File: src/rtl/pw_mem_arbiter_if.sv
// Requester and shared-memory bundle for pw_mem_arbiter.
// slave = arbiter side, master = requesters plus the memory model driving mem_q.
interface pw_mem_arbiter_if;
    logic [3:0]       req;
    logic [3:0]       req_wr;
    logic [3:0][15:0] req_addr;
    logic [3:0][15:0] req_wdata;
    logic [3:0]       gnt;
    logic [3:0]       ack;
    logic [3:0]       err;
    logic [15:0]      rdata;
    logic [15:0]      mem_addr;
    logic             mem_wren;
    logic [15:0]      mem_wdata;
    logic [15:0]      mem_q;

    modport slave (
        input  req, req_wr, req_addr, req_wdata, mem_q,
        output gnt, ack, err, rdata, mem_addr, mem_wren, mem_wdata
    );

    modport master (
        output req, req_wr, req_addr, req_wdata, mem_q,
        input  gnt, ack, err, rdata, mem_addr, mem_wren, mem_wdata
    );
endinterface

File: src/rtl/pw_mem_arbiter.sv
// Round-robin 4-requester arbiter for a shared password memory with 2-cycle read latency.
// Define PW_WRITE_LOCK_EN to reject writes from requesters 1-3 (granted, no mem_wren, err+ack).
module pw_mem_arbiter (
    input  logic              clk,
    input  logic              rst,
    pw_mem_arbiter_if.slave   bus
);
    typedef enum logic [1:0] {IDLE, ISSUE, WAIT, RESP} state_t;

    state_t      state_q, state_d;
    logic [1:0]  sel_q, sel_d;
    logic [1:0]  last_q, last_d;
    logic        wr_q, wr_d;
    logic [3:0]  gnt_q, gnt_d;
    logic [3:0]  ack_q, ack_d;
    logic [15:0] rdata_q, rdata_d;
    logic [15:0] mem_addr_q, mem_addr_d;
    logic [15:0] mem_wdata_q, mem_wdata_d;
    logic        mem_wren_q, mem_wren_d;
    logic [1:0]  win;
    logic        lock_hit;
`ifdef PW_WRITE_LOCK_EN
    logic        lock_q, lock_d;
    logic [3:0]  err_q, err_d;
`endif

    // Descending scan so the nearest set bit after last wins; k=4 wraps back to last itself.
    always_comb begin
        win = last_q;
        for (int k = 4; k >= 1; k--) begin
            if (bus.req[last_q + 2'(k)]) win = last_q + 2'(k);
        end
    end

`ifdef PW_WRITE_LOCK_EN
    assign lock_hit = bus.req_wr[win] && (win != 2'd0);
`else
    assign lock_hit = 1'b0;
`endif

    always_comb begin
        state_d     = state_q;
        sel_d       = sel_q;
        last_d      = last_q;
        wr_d        = wr_q;
        gnt_d       = '0;
        ack_d       = '0;
        rdata_d     = rdata_q;
        mem_addr_d  = mem_addr_q;
        mem_wdata_d = mem_wdata_q;
        mem_wren_d  = 1'b0;
`ifdef PW_WRITE_LOCK_EN
        lock_d      = lock_q;
        err_d       = '0;
`endif
        case (state_q)
            IDLE: begin
                if (|bus.req) begin
                    sel_d       = win;
                    last_d      = win;
                    wr_d        = bus.req_wr[win];
                    mem_addr_d  = bus.req_addr[win];
                    mem_wdata_d = bus.req_wdata[win];
                    mem_wren_d  = bus.req_wr[win] && !lock_hit;
                    gnt_d       = 4'b0001 << win;
`ifdef PW_WRITE_LOCK_EN
                    lock_d      = lock_hit;
`endif
                    state_d     = ISSUE;
                end
            end
            ISSUE: begin
                if (wr_q) begin
                    ack_d   = 4'b0001 << sel_q;
`ifdef PW_WRITE_LOCK_EN
                    if (lock_q) err_d = 4'b0001 << sel_q;
`endif
                    state_d = IDLE;
                end else begin
                    state_d = WAIT;
                end
            end
            WAIT: state_d = RESP;
            RESP: begin
                rdata_d = bus.mem_q;
                ack_d   = 4'b0001 << sel_q;
                state_d = IDLE;
            end
            default: state_d = IDLE;
        endcase
    end

    always_ff @(posedge clk) begin
        if (!rst) begin
            state_q     <= IDLE;
            sel_q       <= 2'd0;
            last_q      <= 2'd3;
            wr_q        <= 1'b0;
            gnt_q       <= '0;
            ack_q       <= '0;
            rdata_q     <= '0;
            mem_addr_q  <= '0;
            mem_wdata_q <= '0;
            mem_wren_q  <= 1'b0;
`ifdef PW_WRITE_LOCK_EN
            lock_q      <= 1'b0;
            err_q       <= '0;
`endif
        end else begin
            state_q     <= state_d;
            sel_q       <= sel_d;
            last_q      <= last_d;
            wr_q        <= wr_d;
            gnt_q       <= gnt_d;
            ack_q       <= ack_d;
            rdata_q     <= rdata_d;
            mem_addr_q  <= mem_addr_d;
            mem_wdata_q <= mem_wdata_d;
            mem_wren_q  <= mem_wren_d;
`ifdef PW_WRITE_LOCK_EN
            lock_q      <= lock_d;
            err_q       <= err_d;
`endif
        end
    end

    assign bus.gnt       = gnt_q;
    assign bus.ack       = ack_q;
    assign bus.rdata     = rdata_q;
    assign bus.mem_addr  = mem_addr_q;
    assign bus.mem_wdata = mem_wdata_q;
    assign bus.mem_wren  = mem_wren_q;
`ifdef PW_WRITE_LOCK_EN
    assign bus.err       = err_q;
`else
    assign bus.err       = '0;
`endif
endmodule
File: src/flat_wrapper.sv
// flat-port wrapper written by rule: the top's interface ports become plain ports
module pw_mem_arbiter_flat 
  (clk, rst, bus_req, bus_req_wr, bus_req_addr, bus_req_wdata, bus_mem_q, bus_gnt, bus_ack, bus_err, bus_rdata, bus_mem_addr, bus_mem_wren, bus_mem_wdata);
  pw_mem_arbiter_if bus_i ();
  input  logic clk;
  input  logic rst;
  input wire logic [$bits(bus_i.req)-1:0] bus_req;
  input wire logic [$bits(bus_i.req_wr)-1:0] bus_req_wr;
  input wire logic [$bits(bus_i.req_addr)-1:0] bus_req_addr;
  input wire logic [$bits(bus_i.req_wdata)-1:0] bus_req_wdata;
  input wire logic [$bits(bus_i.mem_q)-1:0] bus_mem_q;
  output wire logic [$bits(bus_i.gnt)-1:0] bus_gnt;
  output wire logic [$bits(bus_i.ack)-1:0] bus_ack;
  output wire logic [$bits(bus_i.err)-1:0] bus_err;
  output wire logic [$bits(bus_i.rdata)-1:0] bus_rdata;
  output wire logic [$bits(bus_i.mem_addr)-1:0] bus_mem_addr;
  output wire logic [$bits(bus_i.mem_wren)-1:0] bus_mem_wren;
  output wire logic [$bits(bus_i.mem_wdata)-1:0] bus_mem_wdata;
  assign bus_i.req = bus_req;
  assign bus_i.req_wr = bus_req_wr;
  assign bus_i.req_addr = bus_req_addr;
  assign bus_i.req_wdata = bus_req_wdata;
  assign bus_i.mem_q = bus_mem_q;
  assign bus_gnt = bus_i.gnt;
  assign bus_ack = bus_i.ack;
  assign bus_err = bus_i.err;
  assign bus_rdata = bus_i.rdata;
  assign bus_mem_addr = bus_i.mem_addr;
  assign bus_mem_wren = bus_i.mem_wren;
  assign bus_mem_wdata = bus_i.mem_wdata;
  pw_mem_arbiter u_core (.clk(clk), .rst(rst), .bus(bus_i));
endmodule
File: config.mk
export PLATFORM = sky130hd
export DESIGN_NAME = pw_mem_arbiter_flat
export DESIGN_NICKNAME = d
export VERILOG_FILES = /design/src/rtl/pw_mem_arbiter_if.sv /design/src/rtl/pw_mem_arbiter.sv /design/src/flat_wrapper.sv
export SDC_FILE = /design/constraint.sdc
export NUM_CORES = 1
export LEC_CHECK = 0
export BUFFER_PORTS_ARGS = -buffer_cell sky130_fd_sc_hd__buf_2
export CORE_ASPECT_RATIO = 1.75
export CORE_MARGIN = 10
export CORE_UTILIZATION = 39
export CTS_CLUSTER_DIAMETER = 120
export DETAILED_ROUTE_END_ITERATION = 7
export GPL_TIMING_DRIVEN = 0
export PLACE_DENSITY = 0.84
export SETUP_SLACK_MARGIN = 0.4
export SLEW_MARGIN = 5
export SYNTH_ARGS = -nofsm -noshare
export SYNTH_HDL_FRONTEND = slang
export SYNTH_SLANG_ARGS = --single-unit
File: constraint.sdc
create_clock -name clk -period 1.86 [get_ports clk]
set_clock_uncertainty 0.2 [all_clocks]
set_input_delay 0.093 -clock clk [delete_from_list [all_inputs] [get_ports clk]]
set_output_delay 0.093 -clock clk [all_outputs]
set_load 0.02 [all_outputs]
==> results of run 1 <==
-- state kept, by name (all words and copies together) (netlist names), named ones only --
name / count
u_core.last_q: 2
u_core.bus.ack: 4
u_core.state_q: 1
u_core.bus.mem_wdata: 16
u_core.bus.gnt: 4
u_core.bus.rdata: 16
u_core.sel_q: 2
u_core.bus.mem_wren: 1
u_core.bus.mem_addr: 16
u_core.wr_q: 1
-- path summary, 6_finish.rpt --
| check | slack (ns) | cells past startpoint | endpoint | from |
|---|---|---|---|---|
| worst min-delay path | 0.02 | 3 | u_core.bus.mem_addr[11]$_SDFFE_PN0P_ | rst |
| worst max-delay path | -0.14 | 6 | u_core.bus.mem_wdata[5]$_SDFFE_PN0P_ | u_core.last_q[0]$_SDFFE_PN1P_ |
| worst max register to register | -0.14 | 6 | u_core.bus.mem_wdata[5]$_SDFFE_PN0P_ | u_core.last_q[0]$_SDFFE_PN1P_ |
| worst min register to register | 0.25 | 2 | u_core.bus.mem_wdata[9]$_SDFFE_PN0P_ | u_core.bus.mem_wdata[9]$_SDFFE_PN0P_ |
-- what timing repair did --
action / 4_1_cts / 5_1_grt
cloned: 1 / 1
gates resized for setup: 41 / 71
hold buffers: 103 / 1
buffers inserted: 6 / 5
pin swaps: 5 / 18
endpoints found under the setup margin: 52 / 52
endpoints found under the hold margin: 52 / 1
-- layout by cell type (no fill, tap or decap), drive strengths merged, types with 14 or more instances in the layout --
master,netlist,layout
a211oi,46,46
a21boi,17,17
and3,47,47
buf,30,258
clkbuf,15,20
dfxtp,64,64
dlygate4sd3,0,104
nand2,75,75
nor2,14,14
o31ai,33,33
-- worst max-delay path: stages (launching register included) --
cell and delay [ns]:
dfxtp_4 0.38, nand2b_4 0.17, a21o_1 0.19, nand3_2 0.15, clkbuf_4 0.26, a211oi_1 0.38
o31ai_1 0.13
-- cell type report --
cell class / instances / area, µm²
Sequential cell: 64 / 1290
Clock inverter: 6 / 115
Timing Repair Buffer: 326 / 2230
Antenna cell: 9 / 22.5
Tap cell: 117 / 146
Clock buffer: 10 / 239
Fill cell: 497 / 1890
Buffer: 46 / 452
Multi-Input combinational cell: 305 / 2350
Inverter: 1 / 3.75
-- power by group --
| group | internal [µW] | total (µW) | switching (µW) |
|---|---|---|---|
| logic | 1080 | 2400 | 1310 |
| clock network | 1350 | 2020 | 669 |
| registers | 1550 | 1680 | 129 |
-- per-layer routing --
layer / wire length, µm / share of wire (%) / up-vias
met3: 2030 / 9.4 / 158
li1: - / - / 2201
met1: 6700 / 31 / 2396
met4: 1760 / 8.2 / 0
met2: 11000 / 51 / 439
met5: 0 / 0 / -
-- per-stage QoR --
step	total power, µW	hold slack [ns]	utilization (%)
final	6100	0.0213	78.4
after global routing	6270	0.0406	78.3
after CTS	5710	0.00370	74.3
after detailed placement	3370	0.142	56.1
after global placement	3310	0.134	56.1
after floorplan	2770	0.0279	-
-- kinds of logic after synthesis --
group	Yosys count
simple gates	164
mux	11
compound gates	126
other cells	1
flops	64
buf+inv	47
==> flow_summary.json, run 1 <==
{
  "synth_top_area_cell": "dfxtp_1",
  "wirelength_um": 21500,
  "synth_top_family_by_area": "compound AO/OA/AOI/OAI gates",
  "drc": 0,
  "synth_area_um2": 3520,
  "drive_gt1_share_pct": 49.6,
  "rsz0062_at_grt": "true",
  "die_y_um": 146,
  "yosys.area_share.simple_pct": 23.8,
  "crit_required_ns": 1.87,
  "vias": 5194,
  "first_iter_violations": 337,
  "numPortBuffers": 209,
  "failed_checks": "setup timing",
  "die_w_um": 91.8,
  "cts_tree": "yes",
  "ant_nets": 0,
  "hold_viol_final": 0,
  "cts_buffers": 9,
  "arrival_ns": 2.00,
  "rows": 45,
  "grt_first_pass_wirelength_um": 29800,
  "yosys_warnings": 0,
  "cts.reportedPaths.clkPinSlew_ns": 0.07,
  "grt_use_total_pct": 28.2,
  "placed_area_um2": 4890,
  "netlist_top_cells_area": "dfxtp_1 36%, a211oi_1 9.8%, and3_1 8.4%, nand2_1 7.9%, o31ai_1 7.0%",
  "grt_max_degree": 13,
  "critPathLaunchType": "flip-flop",
  "firstDrtPassIters": 5,
  "synth_fa_ha_area_share_pct": 0,
  "nNetsFinal": 907,
  "fmax_ghz": 0.501,
  "cts_max_path_buffers": 2,
  "ys_ff_latch": 64,
  "vdd_ir_drop_max_uv": 589,
  "status": "finished, violations left",
  "antenna_found_initial": 9,
  "synth-xor-area-share_pct": 0,
  "met1_usage_pct": 26.9,
  "synth-compound-area-share_pct": 28.2,
  "grtUsageMet3_pct": 7.68,
  "synth_top_area_share_pct": 36.4,
  "post_drt_via_cell_ratio": 5.88,
  "h-tree-depth": 3,
  "post-route-min-period_ns": 2.00,
  "place_hpwl_um": 11900,
  "syn_avg_cell_area_um2": 8.52,
  "coreArea_um2": 8730,
  "cp-end-kind": "flip-flop",
  "grt_pass1_vias": 5456,
  "hp-class": "input pin to flip-flop",
  "placedCellCount": 742,
  "wl_per_cell_um": 24.3,
  "tns_ns": -0.173,
  "top_usage_layer": "met2",
  "grt-ovfl-total": 0,
  "seq_area_frac_synth_pct": 36.4,
  "max_cap_violations": 0,
  "synth_most_common_cell": "nand2_1",
  "worst_slack_ns": -0.136,
  "clock_latency_ns": 0.33,
  "use_met2_pct": 49.2,
  "pre_cts_slack_ns": -0.121,
  "setup_violations": 3,
  "die_area_um2": 13400,
  "pin_count": 215,
  "path_class": "flip-flop to flip-flop",
  "clock_sinks": 64,
  "synth_ff_type": "dfxtp_1",
  "synth_mux_area_share_pct": 3.13,
  "synth_edf_count": 0,
  "syn_inst": 413,
  "root_buffer": "clkbuf_16",
  "period_share_pct": 107,
  "synthArstFlopShare_pct": 0,
  "instances_no_fill": 884,
  "fin_area_um2": 6840,
  "place.gp.congestion": 0.875,
  "synthTopCellsByCount": "74 x nand2_1, 64 x dfxtp_1, 47 x and3_1",
  "power.density_nw_per_um2": 891,
  "areaGrowthSynthToFinish_pct": 94.5,
  "initial_utilization_pct": 40.3,
  "crit_fanout": 10,
  "synth.distinct_cells": 40,
  "cellLeakagePower_uw": 0.00316,
  "maxSlewViolCount": 0
}
No activity file was read; power rests on OpenSTA's default activity.
==> run 2: changes to the inputs <==
Clock period 1.86 ns to 1.8 ns, I/O delays scaled along.
==> flow_summary.json, run 2 (synthesis gave the netlist of run 1 again) <==
{
  "cellLeakagePower_uw": 0.00324,
  "vias": 5466,
  "cts_max_path_buffers": 2,
  "arrival_ns": 1.96,
  "min_to": "u_core.bus.mem_wdata[12]$_SDFFE_PN0P_",
  "final_cell_mix": "214 x buf_2, 104 x dlygate4sd3_1, 71 x nand2_1, 60 x dfxtp_1, 34 x and3_1",
  "grt_max_degree": 13,
  "drive_gt1_share_pct": 52.0,
  "root_buffer": "clkbuf_16",
  "setup_violations": 21,
  "path_class": "flip-flop to flip-flop",
  "nFillCells": 472,
  "hp-class": "input pin to flip-flop",
  "antenna_found_initial": 7,
  "rows": 45,
  "cts_buffers": 9,
  "post-route-min-period_ns": 1.96,
  "wirelength_um": 23600,
  "crit_fanout": 5,
  "pin_count": 215,
  "hold_start": "bus_req_wdata[28]",
  "maxSlewViolCount": 0,
  "clock_latency_ns": 0.35,
  "critPathLaunchType": "flip-flop",
  "grt_first_pass_wirelength_um": 30400,
  "worst_slack_ns": -0.160,
  "nNetsFinal": 916,
  "rrSetupSlack_ns": -0.16,
  "crit_required_ns": 1.80,
  "pre_cts_slack_ns": -0.202,
  "areaGrowthSynthToFinish_pct": 101,
  "period_share_pct": 109,
  "post_drt_via_cell_ratio": 6.13,
  "slowest_delay_ns": 0.36,
  "path_cells": "nand2b_4, o211ai_4, buf_6, clkbuf_4, and3_1, a211oi_2, o31ai_1",
  "timing.rr.start": "u_core.last_q[0]$_SDFFE_PN1P_",
  "highest_layer": "met4",
  "place_hpwl_um": 11500,
  "power.density_nw_per_um2": 914,
  "grt_use_total_pct": 28.8,
  "first_iter_violations": 430,
  "wl_per_cell_um": 26.5,
  "firstDrtPassIters": 5,
  "die_area_um2": 13400,
  "wl_met2_um": 11700,
  "failed_checks": "setup timing",
  "ant_nets": 0,
  "max_cap_violations": 0,
  "whs_path_depth": 4,
  "multi_input_area_um2": 2450,
  "grt_pass1_vias": 5532,
  "cts_tree": "yes",
  "grt-ovfl-total": 0,
  "clock_sinks": 64,
  "die_w_um": 91.8,
  "slowest_stage": "dfxtp_4",
  "place.gp.congestion": 0.906,
  "hold_viol_final": 0,
  "die_y_um": 146,
  "cts.reportedPaths.clkPinSlew_ns": 0.06,
  "numPortBuffers": 209,
  "cp-end-kind": "flip-flop",
  "hold_slack_ns": 0.0184,
  "h-tree-depth": 3,
  "status": "finished, violations left",
  "rsz0062_at_grt": "true",
  "r2r_cells": 7,
  "final_common_cell": "buf_2",
  "fmax_ghz": 0.510,
  "r2r_end": "u_core.bus.mem_wdata[0]$_SDFFE_PN0P_",
  "wl_met3_um": 2330,
  "seqCellArea_um2": 1300,
  "coreArea_um2": 8730,
  "vdd_ir_drop_max_uv": 625,
  "m1WireLength_um": 7130,
  "initial_utilization_pct": 40.3,
  "drc": 0
}
==> run 2: cell types whose count changed in the layout (fill, tap and decap cells not counted), sizes merged <==
cell and delta:
buf +8, bufinv -1, clkbuf +1, clkinv +1, clkinvlp +1, diode -2, inv -1
==> run 2: repair_timing <==
item                                    4_1_cts  5_1_grt
setup buffers                                 6       10
pin swaps                                    25       28
endpoints found under the setup margin       52       53
cloned                                        4        2
endpoints found under the hold margin        52        0
gates resized for setup                      57       80
hold buffers                                104        0
==> run 2: how the worst max path moves through the flow <==
stage,from,endpoint,slack [ns],depth (start not counted)
after floorplan,u_core.last_q[0]$_SDFFE_PN1P_,u_core.bus.mem_addr[5]$_SDFFE_PN0P_,0.14,7
after global placement,u_core.last_q[0]$_SDFFE_PN1P_,u_core.bus.mem_wdata[1]$_SDFFE_PN0P_,-0.14,6
after detailed placement,u_core.last_q[1]$_SDFFE_PN1P_,u_core.bus.mem_wdata[14]$_SDFFE_PN0P_,-0.20,6
after CTS,u_core.last_q[0]$_SDFFE_PN1P_,u_core.bus.mem_wdata[14]$_SDFFE_PN0P_,0.05,7
after global routing,u_core.last_q[0]$_SDFFE_PN1P_,u_core.bus.mem_wdata[0]$_SDFFE_PN0P_,-0.22,7
final,u_core.last_q[0]$_SDFFE_PN1P_,u_core.bus.mem_wdata[0]$_SDFFE_PN0P_,-0.16,7
==> run 2: per-stage QoR <==
stage                     cells  utilization, %  setup TNS (ns)  total power [µW]  cell area, µm²
final                       891            80.8           -1.21              6440            7050
after global routing        891            80.8           -1.89              6610            7050
after CTS                   872            75.3               0              5800            6570
after detailed placement    742            56.2           -2.63              3480            4900
after global placement      742            56.2           -1.30              3430            4900
after floorplan             416               -               0              2870            3710
==> run 2: report_power, final <==
group	internal [µW]	switching [µW]
logic	1250	1480
registers	1600	144
clock network	1250	709
total	4110	2340
==> run 2: final cells by class <==
cell class / instances / area share (%)
multi-input combinational: 305 / 34.7
timing repair buffer: 335 / 33.1
sequential: 64 / 18.4
buffer: 46 / 6.72
clock buffer: 10 / 3.39
tap: 117 / 2.08
clock inverter: 6 / 1.31
antenna: 7 / 0.248
inverter: 1 / 0.0532
==> run 2: worst max-delay path, delay by kind of cell (launching register included) <==
kind | cells | cell delay, ns
AOI/OAI and AO/OA | 3 | 0.55
DFF | 1 | 0.36
and+or+nand+nor | 2 | 0.36
buffers and inverters | 2 | 0.35
==> run 2: per-layer routing <==
layer	vias up	GRT usage [%]
li1	2217	-
met1	2515	27.3
met2	538	49.5
met3	196	9.54
met4	0	22.2
met5	-	0
==> run 3: changes to the inputs <==
Settings changed: CTS_CLUSTER_SIZE from default to 30, GPL_TIMING_DRIVEN 0 to default, SETUP_SLACK_MARGIN 0.4 to 0.02.
==> flow_summary.json, run 3 (synthesis gave the netlist of run 1 again) <==
{
  "setup_violations": 24,
  "fin_util_pct": 73.5,
  "grt-ovfl-total": 0,
  "place_hpwl_um": 10500,
  "grt_first_pass_wirelength_um": 26000,
  "cp_common_cell": "buf_4",
  "pin_count": 215,
  "drc": 0,
  "place.gp.congestion": 0.840,
  "slowest_stage": "dfxtp_4",
  "drive_gt1_share_pct": 41.7,
  "whs_path_depth": 4,
  "hold_start": "bus_req_wdata[21]",
  "path_cells": "buf_4, and2_1, nor3_4, buf_4, clkbuf_16, a211oi_1, o31ai_1",
  "nFillCells": 579,
  "post_drt_via_cell_ratio": 5.50,
  "root_buffer": "clkbuf_16",
  "final_cell_mix": "210 x buf_2, 108 x dlygate4sd3_1, 73 x nand2_1, 62 x dfxtp_1, 47 x and3_1",
  "areaGrowthSynthToFinish_pct": 82.4,
  "worst-path-buf-inv": 3,
  "initial_utilization_pct": 40.3,
  "vias": 4748,
  "nNetsFinal": 885,
  "cellLeakagePower_uw": 0.00302,
  "cts_max_path_buffers": 2,
  "die_w_um": 91.8,
  "status": "finished, violations left",
  "cts.reportedPaths.clkPinSlew_ns": 0.06,
  "critPathTopFamily": "buffers and inverters",
  "firstDrtPassIters": 5,
  "pre_cts_slack_ns": -0.0626,
  "wl_per_cell_um": 20.2,
  "slowest_delay_ns": 0.36,
  "relSlewSlack_pct": 65.1,
  "rsz0062_at_grt": "true",
  "clock_latency_ns": 0.33,
  "h-tree-depth": 3,
  "maxSlewViolCount": 0,
  "timing.rr.start": "u_core.last_q[0]$_SDFFE_PN1P_",
  "rrSetupSlack_ns": -0.11,
  "critPathLaunchType": "flip-flop",
  "numPortBuffers": 210,
  "power.density_nw_per_um2": 900,
  "die_y_um": 146,
  "die_area_um2": 13400,
  "crit_required_ns": 1.82,
  "antenna_found_initial": 11,
  "fmax_ghz": 0.525,
  "hp-class": "input pin to flip-flop",
  "final_common_cell": "buf_2",
  "tns_ns": -0.960,
  "rows": 45,
  "failed_checks": "setup timing",
  "period_share_pct": 106,
  "min_to": "u_core.bus.mem_wdata[5]$_SDFFE_PN0P_",
  "crit_fanout": 11,
  "r2r_end": "u_core.bus.mem_wdata[8]$_SDFFE_PN0P_",
  "cts_buffers": 9,
  "wirelength_um": 17400,
  "cp-end-kind": "flip-flop",
  "worst_slack_ns": -0.106,
  "hold_viol_final": 0,
  "coreArea_um2": 8730,
  "grt_max_degree": 49,
  "max_cap_violations": 0,
  "vdd_ir_drop_max_uv": 884,
  "first_iter_violations": 249,
  "r2r_cells": 7,
  "grt_pass1_vias": 4946,
  "arrival_ns": 1.93,
  "grt_use_total_pct": 24.2,
  "path_class": "flip-flop to flip-flop",
  "cts_tree": "yes",
  "worst_pin_slew_ns": 0.523,
  "post-route-min-period_ns": 1.91,
  "clock_sinks": 64,
  "ant_nets": 0
}
[run 3: cell count changes in the layout (fill, tap and decap cells not counted), sizes merged]
cell | before | now
buf | 266 | 240
inv | 1 | 2
clkinv | 2 | 1
clkbuf | 21 | 11
dlygate4sd3 | 104 | 108
diode | 7 | 11
bufinv | 2 | 3
[run 3: timing repair]
action,CTS,global route
gates resized for setup,10,21
setup endpoints to repair,28,33
hold buffers,108,0
pin swaps,1,8
setup buffers,0,5
cloned,0,2
hold endpoints to repair,55,0
[run 3: power by group]
part | total [µW] | internal (µW) | switching [µW] | leakage (µW)
Sequential | 1700 | 1600 | 106 | 0.000525
Combinational | 2060 | 960 | 1100 | 0.00233
Clock | 2010 | 1350 | 654 | 0.000162
Total | 5770 | 3910 | 1860 | 0.00302
[run 3: how the worst max path moves through the flow]
stage                                              from                              endpoint  slack [ns]  cells past startpoint
final                     u_core.last_q[0]$_SDFFE_PN1P_  u_core.bus.mem_wdata[8]$_SDFFE_PN0P_       -0.11                      7
after detailed placement  u_core.last_q[0]$_SDFFE_PN1P_   u_core.bus.mem_addr[8]$_SDFFE_PN0P_       -0.06                      6
after CTS                 u_core.last_q[0]$_SDFFE_PN1P_   u_core.bus.mem_addr[9]$_SDFFE_PN0P_      -0.001                      6
after global placement    u_core.last_q[0]$_SDFFE_PN1P_  u_core.bus.mem_addr[10]$_SDFFE_PN0P_        0.02                      6
after floorplan           u_core.last_q[0]$_SDFFE_PN1P_  u_core.bus.mem_addr[13]$_SDFFE_PN0P_        0.07                      7
after global routing      u_core.last_q[0]$_SDFFE_PN1P_  u_core.bus.mem_wdata[8]$_SDFFE_PN0P_       -0.17                      7
[run 3: routing by layer]
layer | track usage, % | routed length [µm]
met5 | 0 | 0
met4 | 20.8 | 1330
met2 | 41.1 | 9020
met3 | 7.32 | 1430
met1 | 22.8 | 5660
[run 3: cell type report]
class / count / area (µm²) / share of cell area, %
inverter: 1 / 3.75 / 0.0585
sequential: 64 / 1290 / 20.0
tap: 117 / 146 / 2.28
clock buffer: 9 / 225 / 3.51
antenna: 11 / 27.5 / 0.429
timing repair buffer: 350 / 2530 / 39.5
multi-input combinational: 305 / 2070 / 32.3
clock inverter: 7 / 119 / 1.85
[run 3: stage by stage]
| step | power, µW | cell area (µm²) | hold slack, ns | cells |
|---|---|---|---|---|
| finish | 5770 | 6420 | 0.00872 | 864 |
| floorplan | 2750 | 3530 | 0.0249 | 416 |
| global route | 6010 | 6420 | 0.0268 | 864 |
| detailed placement | 3360 | 4750 | 0.138 | 723 |
| global placement | 3310 | 4750 | 0.131 | 723 |
| CTS | 5600 | 6210 | 0.000416 | 847 |
[run 3: worst register-to-register path: stages, from the launching register on]
cell,delay (ns)
dfxtp_4,0.36
buf_4,0.13
and2_1,0.17
nor3_4,0.29
buf_4,0.18
clkbuf_16,0.15
a211oi_1,0.05
o31ai_1,0.26
